## src/rtl/dram_ctrl_gen.sv

```systemverilog
// rtl/dram_ctrl_gen.sv - multiplexed RAS/CAS DRAM controller with programmable timing and CBR refresh
//
// Turns a CPU-side CSn/RWn/addr request into a row/column multiplexed DRAM cycle.
// Timing (tRCD, tCAS, tRP) comes from an 8-bit config register written with CSn=0, CONFn=0.
// A free-running counter requests a CAS-before-RAS refresh every REFRESH_CYCLES clocks.
// Optional feature macro: DRAMC_PAGE_MODE_EN (open-page mode, row kept open after CAS).
//
// Parameters:
//   ADDR_W          CPU address width (even, 8..24); DRAM address bus is ADDR_W/2 wide
//   REFRESH_CYCLES  clocks between refresh requests (>= 16)
// Ports:
//   clk             clock, rising edge
//   RESETn          asynchronous active-low reset
//   addr            CPU address: row = upper half, column = lower half
//   CSn, RWn, CONFn request strobe, read(1)/write(0), config-write select
//   DA              multiplexed DRAM address
//   RASn, CASn, DWn DRAM strobes and write enable, active low
//   RDY             1 = idle or access complete
//   BEn             data bus buffer enable, active low
//   RLE, WLE        read/write data latch enable pulses
module dram_ctrl_gen #(
  parameter int ADDR_W         = 16,
  parameter int REFRESH_CYCLES = 256
) (
  input  logic                clk,
  input  logic                RESETn,
  input  logic [ADDR_W-1:0]   addr,
  input  logic                CSn,
  input  logic                RWn,
  input  logic                CONFn,
  output logic [ADDR_W/2-1:0] DA,
  output logic                RASn,
  output logic                CASn,
  output logic                DWn,
  output logic                RDY,
  output logic                BEn,
  output logic                RLE,
  output logic                WLE
);

  localparam int MUX_W = ADDR_W / 2;
  localparam int CNT_W = $clog2(REFRESH_CYCLES);
  localparam logic [CNT_W-1:0] CNT_MAX   = CNT_W'(REFRESH_CYCLES - 1);
  localparam logic [7:0]       CFG_RESET = 8'h48;

  typedef enum logic [2:0] {
    S_IDLE,
    S_RAS,
    S_CAS,
    S_PRE,
    S_REF_CAS,
`ifdef DRAMC_PAGE_MODE_EN
    S_REF_RAS,
    S_PAGE
`else
    S_REF_RAS
`endif
  } state_t;

  state_t             state_q, state_d;
  logic [2:0]         timer_q, timer_d;
  logic [7:0]         cfg_q, cfg_d;
  logic [CNT_W-1:0]   ref_cnt_q, ref_cnt_d;
  logic               pend_q, pend_d;
  logic               armed_q, armed_d;
  logic [MUX_W-1:0]   row_q, row_d;
  logic [MUX_W-1:0]   col_q, col_d;
  logic               rw_q, rw_d;

  // Request inputs are registered once before the FSM looks at them.
  logic               in_csn_q, in_csn_d;
  logic               in_rwn_q, in_rwn_d;
  logic               in_confn_q, in_confn_d;
  logic [ADDR_W-1:0]  in_addr_q, in_addr_d;

  logic [MUX_W-1:0]   da_q, da_d;
  logic               rasn_q, rasn_d;
  logic               casn_q, casn_d;
  logic               dwn_q, dwn_d;
  logic               rdy_q, rdy_d;
  logic               ben_q, ben_d;
  logic               rle_q, rle_d;
  logic               wle_q, wle_d;

  logic               wrap;
  logic               req_cfg;
  logic               req_acc;

  assign wrap    = (ref_cnt_q == CNT_MAX);
  assign req_cfg = ~in_csn_q & ~in_confn_q;
  // armed_q makes a held-low CSn produce exactly one access.
  assign req_acc = ~in_csn_q & in_confn_q & armed_q;

  always_comb begin
    state_d    = state_q;
    timer_d    = timer_q;
    cfg_d      = cfg_q;
    row_d      = row_q;
    col_d      = col_q;
    rw_d       = rw_q;
    in_csn_d   = CSn;
    in_rwn_d   = RWn;
    in_confn_d = CONFn;
    in_addr_d  = addr;
    ref_cnt_d  = wrap ? '0 : ref_cnt_q + CNT_W'(1);
    // A wrap while already pending just leaves the single request pending.
    pend_d     = pend_q | wrap;
    armed_d    = armed_q | in_csn_q;
    rle_d      = 1'b0;
    wle_d      = 1'b0;

    case (state_q)
      S_IDLE: begin
        if (pend_q) begin
          state_d = S_REF_CAS;
          pend_d  = wrap;
        end else if (req_cfg) begin
          cfg_d = in_addr_q[7:0];
        end else if (req_acc) begin
          state_d = S_RAS;
          timer_d = cfg_q[2:0];
          row_d   = in_addr_q[ADDR_W-1:MUX_W];
          col_d   = in_addr_q[MUX_W-1:0];
          rw_d    = in_rwn_q;
          armed_d = 1'b0;
          wle_d   = ~in_rwn_q;
        end
      end
      S_RAS: begin
        if (timer_q == 3'd0) begin
          state_d = S_CAS;
          timer_d = cfg_q[5:3];
          rle_d   = rw_q & (cfg_q[5:3] == 3'd0);
        end else begin
          timer_d = timer_q - 3'd1;
        end
      end
      S_CAS: begin
        if (timer_q == 3'd0) begin
`ifdef DRAMC_PAGE_MODE_EN
          state_d = S_PAGE;
`else
          state_d = S_PRE;
          timer_d = {1'b0, cfg_q[7:6]};
`endif
        end else begin
          timer_d = timer_q - 3'd1;
          // RLE lands in the final CAS cycle, i.e. when one count remains.
          rle_d   = rw_q & (timer_q == 3'd1);
        end
      end
      S_PRE: begin
        if (timer_q == 3'd0) begin
          state_d = S_IDLE;
        end else begin
          timer_d = timer_q - 3'd1;
        end
      end
      S_REF_CAS: begin
        state_d = S_REF_RAS;
        timer_d = cfg_q[5:3];
      end
      S_REF_RAS: begin
        if (timer_q == 3'd0) begin
          state_d = S_PRE;
          timer_d = {1'b0, cfg_q[7:6]};
        end else begin
          timer_d = timer_q - 3'd1;
        end
      end
`ifdef DRAMC_PAGE_MODE_EN
      S_PAGE: begin
        // Anything other than a row hit closes the page; the request is
        // then served from IDLE because armed_q is still set.
        if (pend_q || req_cfg || (req_acc && (in_addr_q[ADDR_W-1:MUX_W] != row_q))) begin
          state_d = S_PRE;
          timer_d = {1'b0, cfg_q[7:6]};
        end else if (req_acc) begin
          state_d = S_CAS;
          timer_d = cfg_q[5:3];
          col_d   = in_addr_q[MUX_W-1:0];
          rw_d    = in_rwn_q;
          armed_d = 1'b0;
          wle_d   = ~in_rwn_q;
          rle_d   = in_rwn_q & (cfg_q[5:3] == 3'd0);
        end
      end
`endif
      default: state_d = S_IDLE;
    endcase

    // Strobe levels follow the state being entered so every output is a flop.
    da_d   = '0;
    rasn_d = 1'b1;
    casn_d = 1'b1;
    dwn_d  = 1'b1;
    rdy_d  = 1'b1;
    ben_d  = 1'b1;
    case (state_d)
      S_RAS: begin
        da_d   = row_d;
        rasn_d = 1'b0;
        rdy_d  = 1'b0;
        ben_d  = 1'b0;
      end
      S_CAS: begin
        da_d   = col_d;
        rasn_d = 1'b0;
        casn_d = 1'b0;
        dwn_d  = rw_d;
        rdy_d  = 1'b0;
        ben_d  = 1'b0;
      end
      S_REF_CAS: begin
        casn_d = 1'b0;
        rdy_d  = 1'b0;
      end
      S_REF_RAS: begin
        rasn_d = 1'b0;
        casn_d = 1'b0;
        rdy_d  = 1'b0;
      end
`ifdef DRAMC_PAGE_MODE_EN
      S_PAGE: begin
        rasn_d = 1'b0;
      end
`endif
      default: begin
        da_d = '0;
      end
    endcase
  end

  always_ff @(posedge clk or negedge RESETn) begin
    if (!RESETn) begin
      state_q    <= S_IDLE;
      timer_q    <= '0;
      cfg_q      <= CFG_RESET;
      ref_cnt_q  <= '0;
      pend_q     <= 1'b0;
      armed_q    <= 1'b1;
      row_q      <= '0;
      col_q      <= '0;
      rw_q       <= 1'b1;
      in_csn_q   <= 1'b1;
      in_rwn_q   <= 1'b1;
      in_confn_q <= 1'b1;
      in_addr_q  <= '0;
      da_q       <= '0;
      rasn_q     <= 1'b1;
      casn_q     <= 1'b1;
      dwn_q      <= 1'b1;
      rdy_q      <= 1'b1;
      ben_q      <= 1'b1;
      rle_q      <= 1'b0;
      wle_q      <= 1'b0;
    end else begin
      state_q    <= state_d;
      timer_q    <= timer_d;
      cfg_q      <= cfg_d;
      ref_cnt_q  <= ref_cnt_d;
      pend_q     <= pend_d;
      armed_q    <= armed_d;
      row_q      <= row_d;
      col_q      <= col_d;
      rw_q       <= rw_d;
      in_csn_q   <= in_csn_d;
      in_rwn_q   <= in_rwn_d;
      in_confn_q <= in_confn_d;
      in_addr_q  <= in_addr_d;
      da_q       <= da_d;
      rasn_q     <= rasn_d;
      casn_q     <= casn_d;
      dwn_q      <= dwn_d;
      rdy_q      <= rdy_d;
      ben_q      <= ben_d;
      rle_q      <= rle_d;
      wle_q      <= wle_d;
    end
  end

  assign DA   = da_q;
  assign RASn = rasn_q;
  assign CASn = casn_q;
  assign DWn  = dwn_q;
  assign RDY  = rdy_q;
  assign BEn  = ben_q;
  assign RLE  = rle_q;
  assign WLE  = wle_q;

endmodule

```

## config.mk

```make
export PLATFORM = sky130hd
export DESIGN_NAME = dram_ctrl_gen
export DESIGN_NICKNAME = d
export VERILOG_FILES = /design/src/rtl/dram_ctrl_gen.sv
export SDC_FILE = /design/constraint.sdc
export NUM_CORES = 1
export LEC_CHECK = 0
export BUFFER_PORTS_ARGS = -buffer_cell sky130_fd_sc_hd__buf_4
export CAP_MARGIN = 20
export CORE_ASPECT_RATIO = 0.7
export CORE_MARGIN = 1.5
export CORE_UTILIZATION = 61
export DETAILED_ROUTE_END_ITERATION = 10
export PLACE_DENSITY_LB_ADDON = 0.08
export SLEW_MARGIN = 15
export SYNTH_ARGS = -nofsm -noshare
export SYNTH_HDL_FRONTEND = slang
export SYNTH_SLANG_ARGS = --single-unit
```

## constraint.sdc

```tcl
create_clock -name clk -period 3.6 [get_ports clk]
set_input_delay 0.36 -clock clk [delete_from_list [all_inputs] [get_ports clk]]
set_output_delay 0.36 -clock clk [all_outputs]
set_load 0.02 [all_outputs]
```

# ---- Word level (Yosys, flattened, before mapping)
# Cells that the tools add are included.
# Widths: inputs -> output; s select.
dict set report word_totals {
  ff_bits 75
  out_inout_bits 15
  word_cells 106
}
dict set report op_classes {
  n_addsub 2
  eq_ne 15
  n_mux 46
  bitwise 11
  reduce_logical 11
}
# cell count
set ops {}
lappend ops {{$mux 8} 9}
lappend ops {{$mux 3} 12}
lappend ops {{$pmux 3 s5} 2}
lappend ops {{$mux 1} 21}
lappend ops {{$pmux 8 s2} 1}
lappend ops {{$eq 3x3->1 const B} 4}
lappend ops {{$eq 3x1->1 const B} 3}
lappend ops {{$eq 3x2->1 const B} 3}
lappend ops {{$logic_not 3->1} 3}
lappend ops {{$add 8x1->8 const B} 1}
lappend ops {{$eq 8x8->1 const B} 1}
lappend ops {{$ne 2x2->1 const B} 4}
lappend ops {{$reduce_or 3->1} 2}
lappend ops {{$and 1x1->1} 5}
lappend ops {{$reduce_and 5->1} 1}
lappend ops {{$reduce_bool 5->1} 1}
lappend ops {{$not 1->1} 4}
lappend ops {{$reduce_or 2->1} 2}
lappend ops {{$reduce_or 4->1} 1}
lappend ops {{$reduce_and 3->1} 1}
lappend ops {{$sub 3x1->3 const B} 1}
lappend ops {{$or 1x1->1} 2}
lappend ops {{$pmux 1 s2} 1}

# ---- Depth between registers and ports, before layout
dict set report depth {
  depth_word 10
  depth_mapped 9
}

# ---- Worst setup path after synthesis
# No wires, ideal clock.
dict set report synth_path {
  path_kind {register to register}
  start {register state_q[0]}
  end {register da_q[3], in the netlist DA[3]}
  arrival_time_ps 2118
  required_time_ps 3479
  slack_ps 1361
  path_stages_with_launch 7
  path_buffers 2
  synth_period_minus_slack_ps 2239
  path_cell_list {dfrtp_1 buf_6 or4_4 nor3_4 buf_6 mux2_2 a32o_2}
}
dict set report synth_via {
  elab_cells_between_ends 19
  cone_classes {eq/ne: 7; mux: 10; reduce/logical: 2}
}
# element line
set synth_rtl {}
lappend synth_rtl {{start: declaration} 60} ;# state_t state_q, state_d;
lappend synth_rtl {{start signal: assignment} 258} ;# state_q <= state_d;
lappend synth_rtl {{$logic_not 3->1} 112} ;# case (state_q)
lappend synth_rtl {{$mux 8} 112}
lappend synth_rtl {{net col_d[3]} 67} ;# logic [MUX_W-1:0] col_q, col_d;
lappend synth_rtl {{$pmux 8 s2} 199} ;# case (state_d)
lappend synth_rtl {{net da_d[3]} 76} ;# logic [MUX_W-1:0] da_q, da_d;
lappend synth_rtl {{end signal: assignment} 249} ;# da_q <= '0;
lappend synth_rtl {{end signal: assignment} 271} ;# da_q <= da_d;
lappend synth_rtl {{end: declaration} 76}
# The timed path passes the listed nets, and every way through them passes these cells.
# A chain may end at the register's enable or synchronous reset.

# ---- Final worst setup path
dict set report layout_path {
  start {register state_q[0]}
  end {register da_q[6], in the netlist DA[6]}
}
dict set report layout_via {
  elab_cells_between_ends 19
  cone_classes {eq/ne: 7; mux: 10; reduce/logical: 2}
}
# element line
set layout_rtl {}
lappend layout_rtl {{$logic_not 3->1} 112}
lappend layout_rtl {{$mux 8} 112}
lappend layout_rtl {{net row_d[6]} 66} ;# logic [MUX_W-1:0] row_q, row_d;
lappend layout_rtl {{$pmux 8 s2} 199}
lappend layout_rtl {{net da_d[6]} 76}
# The timed path passes the listed nets, and every way through them passes these cells.

==> impl_metrics.toml <==
[worst_hold_path]
min_path_type = "input pin to flop"
hold_depth = 1
min_to = "in_csn_q"
min_from = "CSn"

[status]
status = "complete, no violations"

[synth]
yosysSeqAreaShare_pct = 63.5
synth_edf_count = 0
synth-async-reset-ratio_pct = 100
synthDistinctLibCells = 49
syn_inst = 220
synth_area_per_cell_um2 = 13.5
ys_ff_latch = 75
yosys_warnings = 0
netlist_area_um2 = 2980
synth_ff_type = "dfrtp_1"
syn_nets = 245

[cells_and_area]
final_util_pct = 73.5
area_growth_pct = 16.6
diodes = 0
drive_gt1_share_pct = 34.2
fin_nets = 283

[sta]
relSlewSlack_pct = 40.3
final_hold_viol_count = 0
drv_slew = 0
setup_viol = 0
fin_crit_sh_pct = 76.8
fmax_ghz = 0.362
fin_skew_ns = 0.00697
worstMarginPinSlew_ns = 0.896
finalSetupTns_ns = 0
rsz0062_at_grt = "false"
finalCriticalPeriod_ns = 2.76

[grt]
grt_max_degree = 76
grt_pass1_vias = 1699
grt.overflow.total = 0
grt_usage_pct = 22.3
grt_pass1_wl_um = 8450
antenna_found_initial = 0

[clock_network]
ctsHtreeMaxLevel = 3
cts_setup_buffers = 0
cts_root_buf = "clkbuf_8"
clk_latency_ns = 0.35
numCtsBuffers = 9
cts.sinks = 75
cts_tree = "built"
postCtsResizedCells = 0
ctsHoldBuffers = 0
clk_pin_slew_ns = 0.08
clockBufferDepth = 2

[floorplan]
pin_count = 36
die_area_um2 = 5320
die_x_um = 86.5
core-area_um2 = 4730
die_y_um = 61.5
start_util_pct = 63.0
rows = 21

[placement]
globalplace.congestion = 0.941
io_buffers = 35
dp_hpwl_um = 3510

[critical_path]
critical_path.cell_chain = "or4_4 > nor3_4 > buf_4 > mux2_2 > a32o_1"
crit_family = "simple AND/OR/NAND/NOR gates"
worstPathRequired_ns = 3.84
cp_data_arrival_time_ns = 3.01
cpMaxStageDelayCell = "or4_4"
path_max_fanout = 18
r2r_start = "state_q[0]"
worstRegToRegCells = 5
critical_path.endpoint_type = "flop"
r2r-end = "DA[6]"
critical_path_buf_inv_count = 1
max_stage_delay_ns = 0.60
crit_start = "state_q[0]"
path_class = "flop to flop"
cp-start-kind = "flop"
rrSetupSlack_ns = 0.84

[pwr]
leakage_nw = 1.59
cellPowerDensity_nw_per_um2 = 835
ir_drop_mv = 0.442

[drt]
dr.pass1.iters = 4
post_drt_wl_per_cell_um = 16.2
vias = 1817
viasPerCell = 5.68
postRouteAntennaNets = 0
drt_iter0_drc = 126
finalWirelength_um = 5190
drc_errors = 0

[job]
cap_violations = 0
cell usage after synthesis (2+ instances only):
master / number / area share, %
nor4b_1: 2 / 0.59
mux2_1: 7 / 2.6
and3b_1: 2 / 0.59
o32ai_1: 2 / 0.59
ha_1: 4 / 1.7
a21oi_1: 9 / 1.5
o21ai_0: 7 / 1.2
dfrtp_1: 63 / 53
nor2b_1: 4 / 0.84
a21o_1: 3 / 0.76
and2_1: 3 / 0.63
a32o_1: 7 / 2.4
nand2_1: 7 / 0.88
nand3_1: 3 / 0.50
dfstp_2: 12 / 11
or3_1: 3 / 0.63
nor4_1: 2 / 0.42
buf_6: 3 / 1.1
clkbuf_1: 6 / 0.76
xnor2_1: 4 / 1.2
mux2_2: 17 / 6.4
nor2_1: 11 / 1.4
and3_1: 2 / 0.42
nand2b_1: 3 / 0.63
inv_1: 7 / 0.88
xor2_1: 2 / 0.59
nor3b_1: 3 / 0.76
metrics by stage:
stage,hold WS (ns),setup WS [ns],total power [mW],std cells,cell area (um2)
after floorplan,0.0644,1.36,1.99,220,2980
final,0.108,0.836,2.90,320,3470
after detailed placement,0.454,0.864,2.26,304,3270
after global placement,0.444,0.947,2.23,304,3270
after CTS,0.0844,0.851,2.93,320,3470
after global routing,0.0765,0.734,3.09,320,3470
registers in the layout (all words and copies together) (netlist names), 3 cells and up:
| signal | cells |
|---|---|
| row_q | 8 |
| cfg_q | 8 |
| col_q | 8 |
| DA | 8 |
| timer_q | 3 |
| state_q | 3 |
| ref_cnt_q | 8 |
| in_addr_q | 16 |
area by class of cell:
| type | count | area, um2 |
|---|---|---|
| Sequential cell | 75 | 1890 |
| Fill cell | 303 | 1250 |
| Multi-Input combinational cell | 128 | 1000 |
| Timing Repair Buffer | 37 | 278 |
| Clock buffer | 9 | 124 |
| Clock inverter | 7 | 83.8 |
| Tap cell | 57 | 71.3 |
| Inverter | 7 | 26.3 |
cell usage in the layout (no fill, tap or decap), drive strengths merged, types with 3 or more instances in the layout:
| cell type | instances |
|---|---|
| nor2b | 4 |
| clkbuf | 9 |
| and2 | 4 |
| mux2 | 25 |
| inv | 10 |
| a32o | 8 |
| dfstp | 12 |
| dfrtp | 63 |
| a21o | 4 |
| a21oi | 10 |
| clkinvlp | 3 |
| nand2 | 7 |
| buf | 37 |
| xnor2 | 4 |
| nand2b | 3 |
| or3 | 3 |
| nand3 | 3 |
| ha | 4 |
| nor2 | 11 |
| nor3b | 3 |
| o21ai | 7 |
power by group:
group          switching (mW)  internal, mW
registers               0.151          1.12
clock network           0.327         0.331
logic                   0.498         0.472
worst max path at each step:
stage / cells past startpoint / endpoint
6_report: 5 / DA[6]
3_3_place_gp: 5 / DA[1]
4_1_cts: 5 / DA[5]
5_1_grt: 5 / DA[1]
2_1_floorplan: 6 / DA[3]
3_5_place_dp: 5 / DA[1]
cell families (layout without fill, tap and decap cells):
family          count (synthesis)  in the layout  share of synthesized area, %
flops                          75             75                          63.5
mux                            25             25                          9.58
fa+ha+maj                       4              4                          1.68
xor+xnor                        6              6                          1.76
buf+inv                        17             60                          2.94
simple gates                   52             52                          10.4
compound gates                 41             41                          10.1
metal layers:
layer / track usage [%] / vias up / share of wire, %
met5: 0 / - / 0
met4: 6.91 / 0 / 1.5
met3: 9.92 / 8 / 4.6
met2: 30.9 / 37 / 43
met1: 31.7 / 912 / 50
li1: - / 860 / -
No activity file was read; power rests on OpenSTA's default activity.
